[config.mk]
export PLATFORM = sky130hd
export DESIGN_NAME = axis_spi_dac_tx
export DESIGN_NICKNAME = d
export VERILOG_FILES = /design/src/rtl/axis_spi_dac_pkg.sv /design/src/rtl/sclk_tick_gen.sv /design/src/rtl/axis_spi_dac_tx.sv
export SDC_FILE = /design/constraint.sdc
export NUM_CORES = 1
export LEC_CHECK = 0
export ABC_AREA = 1
export BUFFER_PORTS_ARGS = -buffer_cell sky130_fd_sc_hd__buf_2
export CORE_MARGIN = 2
export CORE_UTILIZATION = 30
export CTS_CLUSTER_DIAMETER = 80
export DETAILED_ROUTE_END_ITERATION = 10
export PLACE_DENSITY_LB_ADDON = 0.2
export SLEW_MARGIN = 0
export SYNTH_ARGS = -nofsm -noshare
export SYNTH_HDL_FRONTEND = slang
export SYNTH_SLANG_ARGS = --single-unit
[constraint.sdc]
create_clock -name clk -period 1.82 [get_ports clk]
set_input_delay 0.455 -clock clk [delete_from_list [all_inputs] [get_ports clk]]
set_output_delay 0.455 -clock clk [all_outputs]
set_load 0.05 [all_outputs]
[src/rtl/axis_spi_dac_pkg.sv]
// Shared types and defaults for the AXI4-Stream to SPI DAC transmitter.
package axis_spi_dac_pkg;

  typedef enum logic [2:0] {
    StIdle,
    StSetup,
    StShift,
    StHold,
    StGap
  } state_e;

  localparam int unsigned DefDataW   = 16;
  localparam int unsigned DefClkDiv  = 10;
  localparam int unsigned DefCsSetup = 2;
  localparam int unsigned DefCsHold  = 2;
  localparam int unsigned DefCsIdle  = 4;
  localparam int unsigned LdacW      = 2;

  function automatic int unsigned max3(int unsigned a, int unsigned b, int unsigned c);
    int unsigned m;
    m = (a > b) ? a : b;
    return (m > c) ? m : c;
  endfunction

endpackage

[src/rtl/sclk_tick_gen.sv]
// Half-period tick generator: while enabled, pulses tick for one cycle every CLK_DIV cycles.
module sclk_tick_gen #(
  parameter int unsigned CLK_DIV = 10
) (
  input  logic clk,
  input  logic reset,
  input  logic en,
  output logic tick
);

  localparam int unsigned CntW = (CLK_DIV > 1) ? $clog2(CLK_DIV) : 1;

  logic [CntW-1:0] cnt_q;

  assign tick = en && (cnt_q == CntW'(CLK_DIV - 1));

  always_ff @(posedge clk) begin
    if (reset || !en || tick) begin
      cnt_q <= '0;
    end else begin
      cnt_q <= cnt_q + 1'b1;
    end
  end

endmodule

[src/rtl/axis_spi_dac_tx.sv]
// AXIS slave to SPI mode 0 DAC writer: one word per CS_N frame, MSB first, with CS timing.
// Optional DAC_LDAC_EN adds an ldac_n strobe pulsed low at the start of the inter-frame gap.
module axis_spi_dac_tx
  import axis_spi_dac_pkg::*;
#(
  parameter int unsigned DATA_W   = DefDataW,
  parameter int unsigned CLK_DIV  = DefClkDiv,
  parameter int unsigned CS_SETUP = DefCsSetup,
  parameter int unsigned CS_HOLD  = DefCsHold,
  parameter int unsigned CS_IDLE  = DefCsIdle
) (
  input  logic              clk,
  input  logic              reset,
  input  logic [DATA_W-1:0] s_axis_tdata,
  input  logic              s_axis_tvalid,
  output logic              s_axis_tready,
  output logic              spi_cs_n,
  output logic              spi_sclk,
  output logic              spi_mosi,
  output logic              busy
`ifdef DAC_LDAC_EN
  ,
  output logic              ldac_n
`endif
);

  localparam int unsigned MaxCs = max3(CS_SETUP, CS_HOLD, CS_IDLE);
  localparam int unsigned CntW  = $clog2(MaxCs + 1);
  localparam int unsigned BitW  = $clog2(DATA_W + 1);

  state_e            state_q;
  logic [CntW-1:0]   cnt_q;
  logic [BitW-1:0]   bit_q;
  // MSB goes straight to mosi at the handshake, so only the remaining bits are kept.
  logic [DATA_W-2:0] shreg_q;
  logic              tick;

  assign s_axis_tready = (state_q == StIdle) && !reset;
  assign busy          = (state_q != StIdle);

  sclk_tick_gen #(
    .CLK_DIV(CLK_DIV)
  ) u_tick (
    .clk  (clk),
    .reset(reset),
    .en   (state_q == StShift),
    .tick (tick)
  );

  always_ff @(posedge clk) begin
    if (reset) begin
      state_q  <= StIdle;
      cnt_q    <= '0;
      bit_q    <= '0;
      shreg_q  <= '0;
      spi_cs_n <= 1'b1;
      spi_sclk <= 1'b0;
      spi_mosi <= 1'b0;
    end else begin
      unique case (state_q)
        StIdle: begin
          if (s_axis_tvalid) begin
            shreg_q  <= s_axis_tdata[DATA_W-2:0];
            spi_mosi <= s_axis_tdata[DATA_W-1];
            spi_cs_n <= 1'b0;
            cnt_q    <= '0;
            state_q  <= StSetup;
          end
        end
        StSetup: begin
          if (cnt_q == CntW'(CS_SETUP - 1)) begin
            cnt_q   <= '0;
            state_q <= StShift;
          end else begin
            cnt_q <= cnt_q + 1'b1;
          end
        end
        StShift: begin
          if (tick) begin
            spi_sclk <= ~spi_sclk;
            if (!spi_sclk) begin
              bit_q <= bit_q + 1'b1;
            end else if (bit_q == BitW'(DATA_W)) begin
              bit_q    <= '0;
              spi_mosi <= 1'b0;
              state_q  <= StHold;
            end else begin
              spi_mosi <= shreg_q[DATA_W-2];
              shreg_q  <= {shreg_q[DATA_W-3:0], 1'b0};
            end
          end
        end
        StHold: begin
          if (cnt_q == CntW'(CS_HOLD - 1)) begin
            cnt_q    <= '0;
            spi_cs_n <= 1'b1;
            state_q  <= StGap;
          end else begin
            cnt_q <= cnt_q + 1'b1;
          end
        end
        StGap: begin
          if (cnt_q == CntW'(CS_IDLE - 1)) begin
            cnt_q   <= '0;
            state_q <= StIdle;
          end else begin
            cnt_q <= cnt_q + 1'b1;
          end
        end
        default: state_q <= StIdle;
      endcase
    end
  end

`ifdef DAC_LDAC_EN
  // Low for the first LdacW cycles of the gap, i.e. starting the edge after cs_n rises.
  always_ff @(posedge clk) begin
    if (reset) begin
      ldac_n <= 1'b1;
    end else begin
      ldac_n <= !((state_q == StGap) && (32'(cnt_q) < LdacW));
    end
  end
`endif

endmodule

==> impl_metrics.toml <==
[run_status]
status = "finished clean"

[synthesis]
async_flop_share = 0
netlist_instances = 264
yosysSeqAreaShare = 0.377
synth_edf_count = 0
ys_ff_latch = 33
synthTopCellsByArea = "dfxtp_1, nand2_1, nor2_1"
syn_nets = 291
avgSynthCellArea_um2 = 6.64
synth_commonest_cells = "nand2_1, nor2_1, dfxtp_1"
synth_top_area_frac = 0.377
synth.distinct_cells = 25
yosys.area.top_type = "dfxtp_1"
yosysMostFrequentCell = "nand2_1"
synth_area_um2 = 1750
synthFlopType = "dfxtp_1"
yosys_warnings = 0

[worst_setup_path]
start_kind = "flop"
path_class = "reg -> out"
cp_max_fo = 7
worstPathCellList = "nor2_4 > nand2_2 > nor2_2 > buf_4"
cp_slowest_stage_delay_ns = 0.41
cp-startpoint = "state_q[2]"
required_ns = 1.36
cp.depth = 4
crit_path_end_kind = "output port"
crit_buf_inv = 1
crit_family = "flip-flops"
rr_worst_depth = 7
crit_path_top_delay_cell = "dfxtp_1"
timing.rr.start = "state_q[2]"
cp.arrival_ns = 1.26

[job]
maxCapViolations = 0

[global_route]
grt.overflow.total = 0
grt_pass1_wl_mm = 5.75
grt_use_total = 0.113
grt_max_degree = 30
grt_pass1_vias = 1316
grt_antenna_before_repair = 0

[routing]
vias = 1546
remaining_drc_errors = 0
totalWireLength_mm = 3.41
viasPerCell = 4.24
initialDrtViolationCount = 123
drtAntennaViolNets = 0
dr.pass1.iters = 5
wire_per_inst_um = 9.33

[power]
ir_drop_mv = 0.561
p_seq_frac = 0.359
clkPwrFrac = 0.194
p_per_area_nw_per_um2 = 1330
power_frac_comb = 0.447
internal-power_uw = 1570
p_leak_uw = 0.000970
p_switching_uw = 1150
swShare = 0.423

[placement]
place_congestion = 0.787
place_hpwl_mm = 2.44
portBuffers = 23

[floorplanning]
die_area_um2 = 6470
die-width_um = 80.4
rows = 27
die_y_um = 80.4
boundaryPins = 24
coreArea_um2 = 5570
initial_core_util = 0.314

[cts]
cts_buffers = 5
clkTransAtPathRegs_ns = 0.07
cts_root_buf = "clkbuf_8"
clock_sinks = 33
clock_latency_ns = 0.28
cts_tree = "yes"
cts_max_path_buffers = 2
htree_levels = 2

[cells_and_area]
areaGrowthSynthToFinish_pct = 16.5
nets = 319
final_core_util = 0.366
layout-drive-gt1-share = 0.164
diodes = 0

[worst_hold_path]
hold_class = "in -> reg"
min_path_cells = 4
min_from = "s_axis_tvalid"

[timing]
hold_viol_final = 0
tns_ns = 0
whs_ns = 0.463
slew_viol_final = 0
finalClockSkew_ns = 0.00591
finalSetupViolCount = 0
max_slew_margin = 0.776
worst_pin_slew_ns = 0.332
period_needed_ns = 1.72
rsz0062_at_grt = "no"
fin_crit_sh = 0.944
max_freq_ghz = 0.582
cell type report:
cell class | instances | area, um^2
inverter | 33 | 124
fill | 626 | 3530
clock inverter | 2 | 10.0
clock buffer | 6 | 72.6
tap | 72 | 90.1
timing repair buffer | 29 | 165
sequential | 33 | 662
multi-input combinational | 190 | 917
worst register-to-register path, cell delays in order (launching register included):
cell and delay, ns:
dfxtp_1 0.41, nor2_4 0.16, buf_4 0.14, nand2_2 0.18, o21ai_0 0.29, nand2_1 0.07
o21ai_0 0.19, nor2_1 0.06
routing by layer:
layer  wire (um)  GRT usage  up-vias
li1            -          -      869
met1        1700      0.143      652
met2        1520      0.183       21
met3         157     0.0360        4
met4          31     0.0356        0
met5           0          0        -
flip-flops by register name (all words and copies together) (netlist names):
register	count
bit_q	5
cnt_q	3
shreg_q	15
spi_cs_n	1
spi_mosi	1
spi_sclk	1
state_q	3
u_tick.cnt_q	4
placed cells by master, fill, tap and decap left out, types with 3 or more instances in the layout:
master,instances
a21oi_1,10
xor2_1,3
nor2_1,46
buf_2,21
o21ai_0,23
clkbuf_8,5
nand2_2,5
nand2_1,72
buf_4,7
nand3_1,11
ha_1,8
inv_1,31
dfxtp_1,32
per-stage QoR:
step / cell area (um^2) / std cells / power (uW) / setup WS [ns]
after floorplan: 1750 / 264 / 2000 / 0.0820
after global placement: 1940 / 355 / 2170 / 0.282
after detailed placement: 1940 / 355 / 2180 / 0.267
after CTS: 2020 / 363 / 2730 / 0.0146
after global routing: 2040 / 365 / 2990 / 0.0181
final: 2040 / 365 / 2720 / 0.102
cells by family (layout without fill, tap and decap cells):
family,Yosys count,in the layout,share of synthesized area
buffers and inverters,41,70,0.101
AO/OA/AOI/OAI,36,36,0.106
flip-flops,33,33,0.377
adder cells (fa/ha/maj),8,8,0.0571
XOR/XNOR,5,5,0.0250
AND/OR/NAND/NOR,141,141,0.334
what timing repair did:
item                                    4_1_cts  5_1_grt
buffers inserted                              0        2
pin swaps                                     0        1
gates resized for setup                       1        2
endpoints found under the setup margin        1        2
hold buffers                                  0        0
worst paths after layout:
path	end	slack, ns
max	s_axis_tready	0.10
min	spi_cs_n	0.46
max reg2reg	spi_mosi	0.22
min reg2reg	u_tick.cnt_q[0]	0.47
power groups by stage:
stage	Combinational (uW)	Clock (uW)	Sequential, uW
6_report	1220	529	979
5_1_grt	1410	588	996
4_1_cts	1200	554	976
3_5_place_dp	1190	0	993
3_3_place_gp	1180	0	992
2_1_floorplan	966	0	1030
Note: power is estimated with default switching activity, not from simulation.
